<file path="src/rtl/matrix_pkg.sv">
// Shared types and sizing helpers for the 8x8 LED matrix scan driver.
package matrix_pkg;

    localparam int MATRIX_ROWS = 8;
    localparam int MATRIX_COLS = 8;

    typedef enum logic {
        BLANK = 1'b0,
        DRIVE = 1'b1
    } scan_state_t;

    typedef logic [MATRIX_COLS-1:0] row_t;

    // Counter width able to hold max(a,b)-1, never narrower than one bit.
    function automatic int cnt_width(input int a, input int b);
        int m;
        int w;
        m = (a > b) ? a : b;
        w = $clog2(m);
        return (w < 1) ? 1 : w;
    endfunction

endpackage

</file>
<file path="src/rtl/scan_timer.sv">
// Dwell/blanking timer: up-counter that reloads to zero on load and flags its last count.
module scan_timer #(
    parameter int WIDTH = 4
) (
    input  logic             clk,
    input  logic             reset,
    input  logic             load,
    input  logic [WIDTH-1:0] last,
    output logic [WIDTH-1:0] count_next,
    output logic             done
);

    logic [WIDTH-1:0] count_q;
    logic [WIDTH-1:0] count_d;

    // Next count: restart at zero whenever the owner changes phase.
    always_comb begin
        if (load) begin
            count_d = '0;
        end else begin
            count_d = count_q + WIDTH'(1);
        end
    end

    assign count_next = count_d;
    assign done       = (count_q == last);

    // Count register.
    always_ff @(posedge clk or negedge reset) begin
        if (!reset) begin
            count_q <= '0;
        end else begin
            count_q <= count_d;
        end
    end

endmodule

</file>
<file path="src/rtl/matrix_scan.sv">
// Frame buffer plus row-multiplexed scan driver for the 8x8 LED matrix.
// Define MATRIX_SCAN_SHADOW_EN for a double-buffered, tear-free frame.
module matrix_scan #(
    parameter int SCAN_DIV  = 1024,
    parameter int BLANK_CYC = 16
) (
    input  logic       clk,
    input  logic       reset,
    input  logic       write_strobe,
    input  logic [2:0] row_index,
    input  logic [7:0] row_val,
    input  logic       clr_array,
    output logic [7:0] row_sel,
    output logic [7:0] col_data,
    output logic       frame_done
);

    import matrix_pkg::*;

    localparam int               CNT_W      = cnt_width(SCAN_DIV, BLANK_CYC);
    localparam logic [CNT_W-1:0] SCAN_LAST  = CNT_W'(SCAN_DIV - 1);
    localparam logic [CNT_W-1:0] BLANK_LAST = CNT_W'(BLANK_CYC - 1);
    localparam row_t             ROW_ONE    = 8'h01;

    scan_state_t      state_q;
    scan_state_t      state_d;
    logic [2:0]       scan_row_q;
    logic [2:0]       scan_row_d;
    row_t             row_sel_q;
    row_t             row_sel_d;
    row_t             col_data_q;
    row_t             col_data_d;
    logic             frame_done_q;
    logic             frame_done_d;
    row_t             front_q [MATRIX_ROWS];
    row_t             front_d [MATRIX_ROWS];
    logic [CNT_W-1:0] timer_last_s;
    logic [CNT_W-1:0] count_next_s;
    logic             timer_done_s;

    // The timer reloads exactly when the FSM leaves its current phase.
    scan_timer #(
        .WIDTH (CNT_W)
    ) u_timer (
        .clk        (clk),
        .reset      (reset),
        .load       (timer_done_s),
        .last       (timer_last_s),
        .count_next (count_next_s),
        .done       (timer_done_s)
    );

    // Phase sequencing: BLANK -> DRIVE -> next row's BLANK.
    always_comb begin
        state_d      = state_q;
        scan_row_d   = scan_row_q;
        timer_last_s = BLANK_LAST;
        case (state_q)
            BLANK: begin
                timer_last_s = BLANK_LAST;
                if (timer_done_s) begin
                    state_d = DRIVE;
                end else begin
                    state_d = BLANK;
                end
            end
            DRIVE: begin
                timer_last_s = SCAN_LAST;
                if (timer_done_s) begin
                    state_d    = BLANK;
                    scan_row_d = scan_row_q + 3'd1;
                end else begin
                    state_d    = DRIVE;
                    scan_row_d = scan_row_q;
                end
            end
            default: begin
                state_d    = BLANK;
                scan_row_d = 3'd0;
            end
        endcase
    end

    // Outputs are decoded from the next phase so the registers line up with it.
    always_comb begin
        if (state_d == DRIVE) begin
            row_sel_d    = ROW_ONE << scan_row_d;
            col_data_d   = front_q[scan_row_d];
            frame_done_d = (scan_row_d == 3'd7) && (count_next_s == SCAN_LAST);
        end else begin
            row_sel_d    = 8'h00;
            col_data_d   = 8'h00;
            frame_done_d = 1'b0;
        end
    end

`ifdef MATRIX_SCAN_SHADOW_EN
    row_t back_q [MATRIX_ROWS];
    row_t back_d [MATRIX_ROWS];

    // Writes land in the back buffer; the copy uses its pre-edge contents.
    always_comb begin
        back_d  = back_q;
        front_d = front_q;
        if (clr_array) begin
            back_d  = '{default: '0};
            front_d = '{default: '0};
        end else begin
            if (frame_done_q) begin
                front_d = back_q;
            end else begin
                front_d = front_q;
            end
            if (write_strobe) begin
                back_d[row_index] = row_val;
            end else begin
                back_d = back_q;
            end
        end
    end

    // Back buffer storage.
    always_ff @(posedge clk or negedge reset) begin
        if (!reset) begin
            back_q <= '{default: '0};
        end else begin
            back_q <= back_d;
        end
    end
`else
    // Single buffer: clear wins over a simultaneous write.
    always_comb begin
        front_d = front_q;
        if (clr_array) begin
            front_d = '{default: '0};
        end else if (write_strobe) begin
            front_d[row_index] = row_val;
        end else begin
            front_d = front_q;
        end
    end
`endif

    // Scan state, displayed buffer and registered outputs.
    always_ff @(posedge clk or negedge reset) begin
        if (!reset) begin
            state_q      <= BLANK;
            scan_row_q   <= 3'd0;
            row_sel_q    <= 8'h00;
            col_data_q   <= 8'h00;
            frame_done_q <= 1'b0;
            front_q      <= '{default: '0};
        end else begin
            state_q      <= state_d;
            scan_row_q   <= scan_row_d;
            row_sel_q    <= row_sel_d;
            col_data_q   <= col_data_d;
            frame_done_q <= frame_done_d;
            front_q      <= front_d;
        end
    end

    assign row_sel    = row_sel_q;
    assign col_data   = col_data_q;
    assign frame_done = frame_done_q;

endmodule

</file>
<file path="config.mk">
export PLATFORM = sky130hd
export DESIGN_NAME = matrix_scan
export DESIGN_NICKNAME = d
export VERILOG_FILES = /design/src/rtl/matrix_pkg.sv /design/src/rtl/scan_timer.sv /design/src/rtl/matrix_scan.sv
export SDC_FILE = /design/constraint.sdc
export NUM_CORES = 1
export LEC_CHECK = 0
export BUFFER_PORTS_ARGS = -buffer_cell sky130_fd_sc_hd__buf_2
export CORE_AREA = 2 2 86 121
export CTS_CLUSTER_SIZE = 28
export DETAILED_ROUTE_END_ITERATION = 16
export DIE_AREA = 0 0 88 123
export HOLD_SLACK_MARGIN = 0.12
export PLACE_DENSITY_LB_ADDON = 0.1
export SYNTH_ARGS = -nofsm -noshare
export SYNTH_HDL_FRONTEND = slang
export SYNTH_SLANG_ARGS = --single-unit
</file>
<file path="constraint.sdc">
create_clock -name clk -period 6.5 [get_ports clk]
set_clock_uncertainty 0.05 [all_clocks]
set_input_delay 0.65 -clock clk [delete_from_list [all_inputs] [get_ports clk]]
set_output_delay 0.65 -clock clk [all_outputs]
set_load 0.01 [all_outputs]
</file>
# Word-level counts from Yosys, hierarchy flattened
# Index checks and enable logic that the tools add are counted.
[totals]
reg_bits = 95
input_bits = 15
elab_cells = 47
[classes]
order_cmp = 3
reduce_logical = 3
n_eq_ne = 3
addsub = 2
bitwise_logic = 3
shift = 1
muxes = 18
[ops]
columns = ["cell", "count"]
rows = [
  ["2-to-1 mux 64 bit", 2],
  ["bitwise mux 64 bit", 1],
  ["2-to-1 mux 8 bit", 5],
  ["binary-select mux 8 bit (select 3 bit)", 1],
  ["demux 8 bit (select 3 bit)", 1],
  ["case mux 10 bit (2 select lines)", 1],
  ["adder 10 x 1 -> 10 bit, second input constant", 1],
  ["equality test 10 bit", 1],
  ["equality test 10 bit, second input constant", 1],
  ["2-to-1 mux 10 bit", 1],
  ["greater-or-equal comparator 4 bit, second input constant", 2],
  ["NOT 3 -> 4 bit", 2],
  ["<< shifter 1 x 3 -> 8 bit, first input constant", 1],
  ["2-to-1 mux 3 bit", 2],
  ["< comparator 4 x 1 -> 1 bit, second input constant", 1],
  ["adder 3 x 1 -> 3 bit, second input constant", 1],
  ["equality test 3 bit, second input constant", 1],
  ["2-to-1 mux 1 bit", 3],
  ["logical AND 1 bit", 2],
  ["case mux 1 bit (2 select lines)", 1],
  ["nonzero test 2 bit", 1],
  ["NOT 1 bit", 1],
]

# Logic depth before layout (Yosys ltp)
# Gate-level depths: netlist (run 1).
[depth]
depth_word = 10
mapped_depth = 8
mapped_depth_nobuf = 7

# Cells and area by module
# Synthesis (run 1) repeated with hierarchy kept, for this count alone.
[unflattened]
hier_cells = 487
area_unflattened_um2 = 4453.0
[modules_own_cells]
columns = ["mod", "area_per_inst_um2", "cells_each", "n_inst"]
rows = [
  ["matrix_scan", 3878.7, 429, 1],
  ["scan_timer", 574.3, 58, 1],
]

# Worst setup path after synthesis (run 1)
# Ideal clock, no wire load.
[synth_timing]
path_kind = "flip-flop to flip-flop"
start = "reg scan_row_q[1]"
end = "reg col_data_q[4], in the netlist col_data[4]"
period_less_slack_ps = 2094
arrival_time_ps = 1950
required_ps = 6356
slack_ps = 4406
stages_incl_launch_ff = 9
cell_sequence = "dfrtp_1 -> ha_1 -> buf_2 -> or2_2 -> clkbuf_1 -> o22ai_1 -> mux2_4 -> a211o_1 -> a211oi_1"
[synth_via]
elab_chain_cells = 8
[synth_rtl]
columns = ["element", "line", "source"]
rows = [
  ["start, declared", "matrix_scan.sv:27", "logic [2:0] scan_row_q;"],
  ["start signal, assigned", "matrix_scan.sv:155", "scan_row_q <= scan_row_d;"],
  ["adder 3 x 1 -> 3 bit", "matrix_scan.sv:71", "scan_row_d = scan_row_q + 3'd1;"],
  ["2-to-1 mux 3 bit", "matrix_scan.sv:69", "if (timer_done_s) begin"],
  ["2-to-1 mux 3 bit *", "matrix_scan.sv:58", "case (state_q)"],
  ["NOT 3 -> 4 bit (implied by the code) *", "matrix_scan.sv:88", "col_data_d = front_q[scan_row_d];"],
  ["binary-select mux 8 bit (select 3 bit) *", "matrix_scan.sv:88", ""],
  ["2-to-1 mux 8 bit (implied by the code) * (2 in a row)", "matrix_scan.sv:88", ""],
  ["2-to-1 mux 8 bit *", "matrix_scan.sv:86", "if (state_d == DRIVE) begin"],
  ["named net col_data_d[4]", "matrix_scan.sv:32", "row_t col_data_d;"],
  ["end signal, assigned", "matrix_scan.sv:157", "col_data_q <= col_data_d;"],
  ["end, declared", "matrix_scan.sv:31", "row_t col_data_q;"],
]
# The timed path passes the listed nets; every way through them passes the cells marked *. The select of a mux whose other input is x is not followed.
# A chain may end at the register's enable or synchronous reset.

# Worst setup path in the final report (run 1)
[layout_timing]
start = "reg scan_row_q[0]"
end = "reg frame_done_q, in the netlist frame_done"
[layout_via]
elab_chain_cells = 6
[layout_rtl]
columns = ["element", "line", "source"]
rows = [
  ["adder 3 x 1 -> 3 bit", "matrix_scan.sv:71", ""],
  ["2-to-1 mux 3 bit", "matrix_scan.sv:69", ""],
  ["2-to-1 mux 3 bit *", "matrix_scan.sv:58", ""],
  ["equality test 3 bit *", "matrix_scan.sv:89", "frame_done_d = (scan_row_d == 3'd7) && (count_next_s == SCAN_LAST);"],
  ["logical AND 1 bit *", "matrix_scan.sv:89", ""],
  ["2-to-1 mux 1 bit *", "matrix_scan.sv:86", ""],
  ["named net frame_done_d", "matrix_scan.sv:34", "logic frame_done_d;"],
  ["end signal, assigned", "matrix_scan.sv:158", "frame_done_q <= frame_done_d;"],
  ["end, declared", "matrix_scan.sv:33", "logic frame_done_q;"],
]
# The timed path passes the listed nets; every way through them passes the cells marked *.

==> results of run 1 <==
==> worst reg2reg max path: stages, from the launching register on <==
cell	delay, ns
dfrtp_1	0.89
ha_1	0.72
nand2b_1	0.38
nor4_1	0.33
nor2_1	0.17
nor3b_1	0.28
and4b_1	0.23
==> through the flow <==
stage	utilization, %	hold slack [ns]	worst slack (ns)	area [sq um]	instances
global route	54.16	0.4662	3.154	5274	660
detailed placement	50.97	0.4317	3.443	4964	643
floorplan	-	0.3044	4.406	4782	513
global placement	50.97	0.4304	3.588	4964	643
CTS	54.16	0.4442	3.421	5274	660
finish	54.16	0.4399	3.391	5274	660
==> worst paths after layout <==
path,start,to,slack (ns),depth (start not counted)
worst max-delay path,scan_row_q[0],frame_done,3.39,6
worst max register to register,scan_row_q[0],frame_done,3.39,6
worst min register to register,u_timer.count_q[0],u_timer.count_q[0],0.44,1
min in group asynchronous,reset,front_q[57],0.65,2
max in group asynchronous,reset,front_q[55],4.48,3
worst min-delay path,u_timer.count_q[0],u_timer.count_q[0],0.44,1
==> area by class of cell <==
| class | instances | area, sq um |
|---|---|---|
| tap | 135 | 168.9 |
| sequential | 95 | 2377 |
| clock buffer | 11 | 242.7 |
| fill | 909 | 4464 |
| timing repair buffer | 33 | 175.2 |
| clock inverter | 5 | 57.56 |
| inverter | 3 | 11.26 |
| multi-input combinational | 378 | 2241 |
==> placed cells by master (no fill, tap or decap), types with 2 or more instances in the layout <==
cell type,n
dfrtp_1,95
mux2_4,2
nand2b_1,6
a21o_1,5
buf_2,30
nand2_1,97
a21oi_1,48
clkbuf_16,9
nor4_1,2
xnor2_1,7
a211o_1,5
a31oi_1,4
or2_2,5
o22ai_1,13
and3_1,2
a211oi_1,8
xor2_1,2
nor3_2,2
and4_4,2
ha_1,2
mux2_2,11
nor3b_1,2
nor3_1,13
nand3_1,4
nor2_1,61
nor2b_1,4
a221oi_1,3
inv_1,3
o221ai_1,6
o22a_1,5
nand4_1,5
mux2i_1,40
buf_4,2
o21ai_0,6
clkinvlp_4,3
==> flip-flops by register name (all words and copies together) (netlist names) <==
signal,flops
row_sel,8
u_timer.count_q,10
frame_done,1
front_q,64
col_data,8
state_q,1
scan_row_q,3
==> cell families after synthesis <==
group	after synthesis	synth area share (%)
compound gates	104	13.55
mux	53	11.59
flops	95	49.71
fa+ha+maj	2	0.5232
simple gates	210	19.54
buf+inv	40	3.428
xor+xnor	9	1.648
==> timing repair <==
item | 4_1_cts | 5_1_grt
endpoints found under the hold margin | 14 | 0
setup endpoints to repair | 0 | 0
hold buffers | 1 | 0
==> layer usage <==
metal  vias to the layer above  share of wire (%)  track usage [%]
met5                         -                  0                0
met4                         0                4.1            11.63
met3                        33                4.2            4.539
met2                       129                 51            43.80
met1                      1863                 40            30.02
li1                       1796                  -                -
==> report_power, final <==
part	switching [uW]	internal [uW]	leakage, uW	total, uW
sequential	7.83	600	0.00130	608
clock	226	308	0.000138	534
combinational	45.6	18.6	0.000821	64.2
total	279	927	0.00226	1210
==> impl_results.md, run 1 <==
- Synthesis warning total: 0
- Setup bufs post-CTS: 0
- PortBufs: 31
- Worst vdd ir: around 120 uV
- Relative slew margins: 21.40%
- GRT Total Usage: 25.24%
- Leak: 0.002258 uW
- Initial antenna violation count: 0
- Crit share post-route: between 40% and 50%
- Nets: 537
- HPWL after DPL: 8940 microns
- Most instantiated cells after synthesis: nand2_1, dfrtp_1, nor2_1
- Critical path type: reg -> reg
- Via density: 5.789
- Final Critical Period: 3.109 ns
- Clock slew at the register clock pins of the worst setup and hold paths: 0.06 ns
- Root buf cell: clkbuf_16
- Mapped Area: 0.004782 sq mm
- Routed WL per cell: 19.20 microns
- Initial core utilization: 49.11%
- Outcome: finished clean
- TritonRoute pass-1 iters: 6
- Syn Inst Count: between 500 and 600
- # resized after CTS: 0
- Number of synthesized flops with an enable pin: 0
- Worst path bufs/invs: 0
- Top_reg_cell synth: dfrtp_1
- Row count: 43
- Most common cell in the netlist: nand2_1
- Slowest CP cell: dfrtp_1
- Die area: 0.01082 sq mm
- Initial detailed-routing violation count: 263
- H-tree levels: 3
- Worst-Skew Late Latency: 0.35 ns
- Largest net degree at the start of global routing: approximately 80
- FF+latch count, synth: 95
- Die Wd: 88 microns
- Layout cells sized above 1: 13.33%
- Ys async rst share: 100.0%
- Cell Chain, Critical Path: ha_1 > nand2b_1 > nor4_1 > nor2_1 > nor3b_1 > and4b_1
- Critical Path Fanout Max: 28
- Top post-synthesis cells by area: dfrtp_1, mux2i_1, nand2_1
- Core area: 0.009738 sq mm
- Max incr delay on CP: 0.89 ns
- Number of endpoints failing setup at the final stage: 0
- # IOs: 32
- Dominant cell type by area after synthesis: dfrtp_1
- Fin. Hold Viols: 0
- Worst-margin pin slew: 1.179 ns
- Vias in the first global route: 3,760
- Yosys cell types: 41
- Clk buf depth: 2
- Power Density: 228.7 mW/mm^2
- Max-cap violation count: 0
- Syn nets: 530
- Placer congestion estimate: between 0.8 and 0.9
- RSZ-0062 raised after global routing: false
- Antenna cells: 0
- CP top delay family: simple AND/OR/NAND/NOR gates
- Sequential fraction of the synthesis area: 49.71%
- Total number of vias: 3,821
- Clock sinks: 95
- Total power draw: 1206 uW
- Setup TNS: 0 ns
- Antenna viol nets, final: 0
- DRC: 0
- GRT Residual Overflow: 0
- Hold Path Class: reg -> reg
- CTS tree: built
- Total Wirelength: about 13,000 microns
- Global-route wire length before repair: about 20,000 microns
- Num CTS Buffers: 9
- Chip Height: 123 microns
- Worst Path Arrival: 3.34 ns
- Endpoint class of the critical path: flip-flop
- CP Launch Type: flip-flop
- Area Overhead vs Synth: 10.28%
- Syn avg cell area: 9.322 sq um
- Top cell type's share of synthesized area: between 40 and 50%
- Final slew viol count: 0
- Critical Path RT: a little under 7 ns
- Fmax: between 0.3 and 0.4 GHz
(Power assumes the default switching activity.)
==> run 2: changes to the inputs <==
--- a/config.mk
+++ b/config.mk
@@ -5,11 +5,12 @@
 export SDC_FILE = /design/constraint.sdc
 export NUM_CORES = 1
 export LEC_CHECK = 0
+export ABC_AREA = 1
 export BUFFER_PORTS_ARGS = -buffer_cell sky130_fd_sc_hd__buf_2
-export CORE_AREA = 2 2 86 121
+export CORE_AREA = 2 2 84 118
 export CTS_CLUSTER_SIZE = 28
 export DETAILED_ROUTE_END_ITERATION = 16
-export DIE_AREA = 0 0 88 123
+export DIE_AREA = 0 0 86 120
 export HOLD_SLACK_MARGIN = 0.12
 export PLACE_DENSITY_LB_ADDON = 0.1
 export SYNTH_ARGS = -nofsm -noshare
==> constraint.sdc (replaced) <==
create_clock -name clk -period 2.79 [get_ports clk]
set_clock_uncertainty 0.05 [all_clocks]
set_input_delay 0.279 -clock clk [delete_from_list [all_inputs] [get_ports clk]]
set_output_delay 0.279 -clock clk [all_outputs]
set_load 0.01 [all_outputs]
==> run 2 against run 1 <==
Critical path depth is 7 higher. Hold slack worse by 0.0056 ns. Critical endpoint is now col_data[2]. Synthesized cell count is 5.8% higher. Largest cell class unchanged. Largest power group unchanged.
==> impl_results.md, run 2 <==
- Outcome: finished clean
- CP Launch Type: flip-flop
- Leak: 0.002592 uW (+15%)
- CP most frequent cell: nand2_1
- Nets: 591 (+10%)
- Syn nets: 560 (+5.7%)
- Chip Height: 120 microns (-2.4%)
- Yosys cell types: 26 (-37%)
- Worst path bufs/invs: 0 (unchanged)
- Worst-margin pin slew: 0.6189 ns (-0.5601 ns)
- Via density: 5.412 (-6.5%)
- Synthesis warning total: 0 (unchanged)
- Regs by FF count: front_q (64), u_timer.count_q (10)
- Layout cells sized above 1: 11.40% (-1.9 points)
- Top post-synthesis cells by area: dfrtp_1, nand2_1, o22ai_1
- Initial antenna violation count: 0 (unchanged)
- Psw: 658.1 uW (+140%)
- Clk buf depth: 2 (unchanged)
- Total number of vias: 3,729 (-2.4%)
- Hold Path Class: in -> reg
- GRT Residual Overflow: 0 (unchanged)
- Area Overhead vs Synth: 12.45%
- Max incr delay on CP: 0.40 ns (-0.49 ns)
- Initial core utilization: 48.40% (-0.71 points)
- DRC: 0 (unchanged)
- Sequential fraction of the synthesis area: 52.81% (+3.1 points)
- Worst vdd ir: 427.1 uV (+250%)
- Most common cell in the netlist: nand2_1
- Dominant cell type by area after synthesis: dfrtp_1
- Hold buffer count at CTS: 1 (unchanged)
- Routed WL per cell: 17.83 microns (-7.1%)
- Area of placed instances: 0.004735 sq mm (-4.6%)
- CP top delay family: simple AND/OR/NAND/NOR gates
- Power Density: 566.4 mW/mm^2 (+150%)
- FF+latch area: 0.002377 sq mm (unchanged)
- R2r setup slk: 0.45 ns (-2.94 ns)
- CTS tree: built
- Initial detailed-routing violation count: 234 (-11%)
- Non-filler cells, final: 689 (+4.4%)
- Vias in the first global route: 3,786 (+0.69%)
- PortBufs: 31 (unchanged)
- FF+latch count, synth: 95 (unchanged)
- Global-route wire length before repair: 20,230 microns (-0.58%)
- Multi-input gate area: 0.001687 sq mm (-25%)
- Worst Path Arrival: 2.56 ns (-0.78 ns)
- Syn avg cell area: 8.291 sq um (-11%)
- # resized after CTS: 0 (unchanged)
- Worst-Skew Late Latency: 0.35 ns (about the same)
- Util after Layout: 54.43% (+0.27 points)
- Core area: 0.009301 sq mm (-4.5%)
- Die area: 0.01032 sq mm (-4.7%)
- Top cell type's share of synthesized area: 52.81% (+3.1 points)
- Hold_ws: 0.4344 ns (-0.005581 ns)
- Fmax: 0.4277 GHz (+33%)
- Fin. Hold Viols: 0 (unchanged)
- Critical Path RT: 3.01 ns (-3.72 ns)
- Placer congestion estimate: 0.9131 (+3.6%)
- Die Wd: 86 microns (-2.3%)
- Internal power: 2209 uW (+140%)
- Comb power frac: 5.6% (+0.3 points)
- Number of endpoints failing setup at the final stage: 0 (unchanged)
- Reg with most FFs: front_q
- Num CTS Buffers: 9 (unchanged)
- RSZ-0062 raised after global routing: false
- Root buf cell: clkbuf_16
- Final slew viol count: 0 (unchanged)
- Ys async rst share: 100.0% (unchanged)
- Net Sw Frac: 22.95% (-0.21 points)
- Commonest non-fill, non-tap cell in the layout: nand2_1
- Clock slew at the register clock pins of the worst setup and hold paths: 0.06 ns (about the same)
- Top_reg_cell synth: dfrtp_1
- HPWL after DPL: 8592 microns (-3.9%)
- Commonest non-fill, non-tap cells in the layout: nand2_1, dfrtp_1, inv_1, o22ai_1, nand3_1
- Relative slew margins: 58.74% (+37 points)
- Antenna viol nets, final: 0 (unchanged)
- Setup TNS: 0 ns (unchanged)
- Sequential share of power: 49.0% (-1.4 points)
- Endpoint class of the critical path: flip-flop
- Clock sinks: 95 (unchanged)
- H-tree levels: 3 (unchanged)
- # IOs: 32 (unchanged)
- Crit share post-route: 83.81% (+36 points)
- Max reg flops: 64 (unchanged)
- Number of synthesized flops with an enable pin: 0 (unchanged)
- Critical path type: reg -> reg
- Largest net degree at the start of global routing: 51 (-38%)
- Max-cap violation count: 0 (unchanged)
- Mapped Area: 0.004502 sq mm (-5.9%)
- # fillers: 897 (-1.3%)
- GRT Total Usage: 26.15% (+0.90 points)
- Final Critical Period: 2.338 ns (-0.7710 ns)
- Cell Chain, Critical Path: ha_1 > nand2_2 > nor2_4 > nand3_4 > nand2_4 > nand2_4 > nand2_1 > nand2_1 > nand2_1 > nand2_1 > nand2_1 > nand2_1 > nor2_1
- Critical Path Fanout Max: 26 (-7.1%)
- Part of the power in the clock network: 45.4% (+1.1 points)
- Most instantiated cells after synthesis: nand2_1, dfrtp_1, inv_1
- Antenna cells: 0 (unchanged)
- Slowest CP cell: dfrtp_1
- TritonRoute pass-1 iters: 7 (+1)
- Total Wirelength: 12,290 microns (-3.1%)
- Placed Cells: 672 (+4.5%)
- Setup bufs post-CTS: 0 (unchanged)
- Post-route cell area: 0.005062 sq mm (-4.0%)
- Row count: 42 (-2.3%)
- Syn Inst Count: 543 (+5.8%)
## run 2: cell type report
type                            count  share of cell area [%]
Tap cell                          110                   2.719
Clock inverter                      4                   1.013
Timing Repair Buffer               35                   4.004
Clock buffer                       12                   5.264
Inverter                           90                   6.723
Multi-Input combinational cell    343                   33.32
Sequential cell                    95                   46.96
## run 2: cell families (layout without fill, tap and decap cells)
logic type | count (synthesis) | in the layout | share of synthesized area, %
flops | 95 | 95 | 52.81
simple gates | 268 | 268 | 26.10
fa+ha+maj | 2 | 2 | 0.5558
buf+inv | 105 | 141 | 9.727
compound gates | 68 | 68 | 9.422
xor+xnor | 5 | 5 | 1.390
## run 2: path summary, 6_finish.rpt
kind / start / endpoint / depth (start not counted)
hold reg to reg: u_timer.count_q[0] / u_timer.count_q[0] / 1
setup / recovery: u_timer.count_q[0] / col_data[2] / 13
hold / removal: row_index[1] / front_q[8] / 3
min in group asynchronous: reset / u_timer.count_q[4] / 2
max in group asynchronous: reset / front_q[21] / 3
setup reg to reg: u_timer.count_q[0] / col_data[2] / 13
## run 2: per-stage QoR
stage	power, uW	worst slack (ns)
finish	2867	0.4517
global route	2965	0.1987
CTS	2880	0.4507
detailed placement	1589	0.4753
global placement	1588	0.4600
floorplan	1510	0.9472
## run 2: worst register-to-register path, stage by stage (launching register included)
cell and delay, ns:
dfrtp_1 0.40, ha_1 0.24, nand2_2 0.09, nor2_4 0.17, nand3_4 0.17, nand2_4 0.31, nand2_4 0.27, nand2_1 0.12
nand2_1 0.05, nand2_1 0.07, nand2_1 0.08, nand2_1 0.10, nand2_1 0.07, nor2_1 0.09
## run 2: power groups by stage
stage                     combinational (uW)  clock [uW]  sequential, uW
after floorplan                         79.7           0            1430
after global placement                   158           0            1430
after detailed placement                 159           0            1430
after CTS                                160        1310            1400
after global routing                     178        1380            1410
final                                    160        1300            1400
## run 2: layer usage
metal | global-route usage [%] | up-vias | routed length [microns]
met4 | 10.81 | 0 | 402
met2 | 43.22 | 128 | 6214
li1 | - | 1811 | -
met3 | 4.952 | 27 | 652
met5 | 0 | - | 0
met1 | 33.36 | 1763 | 5016
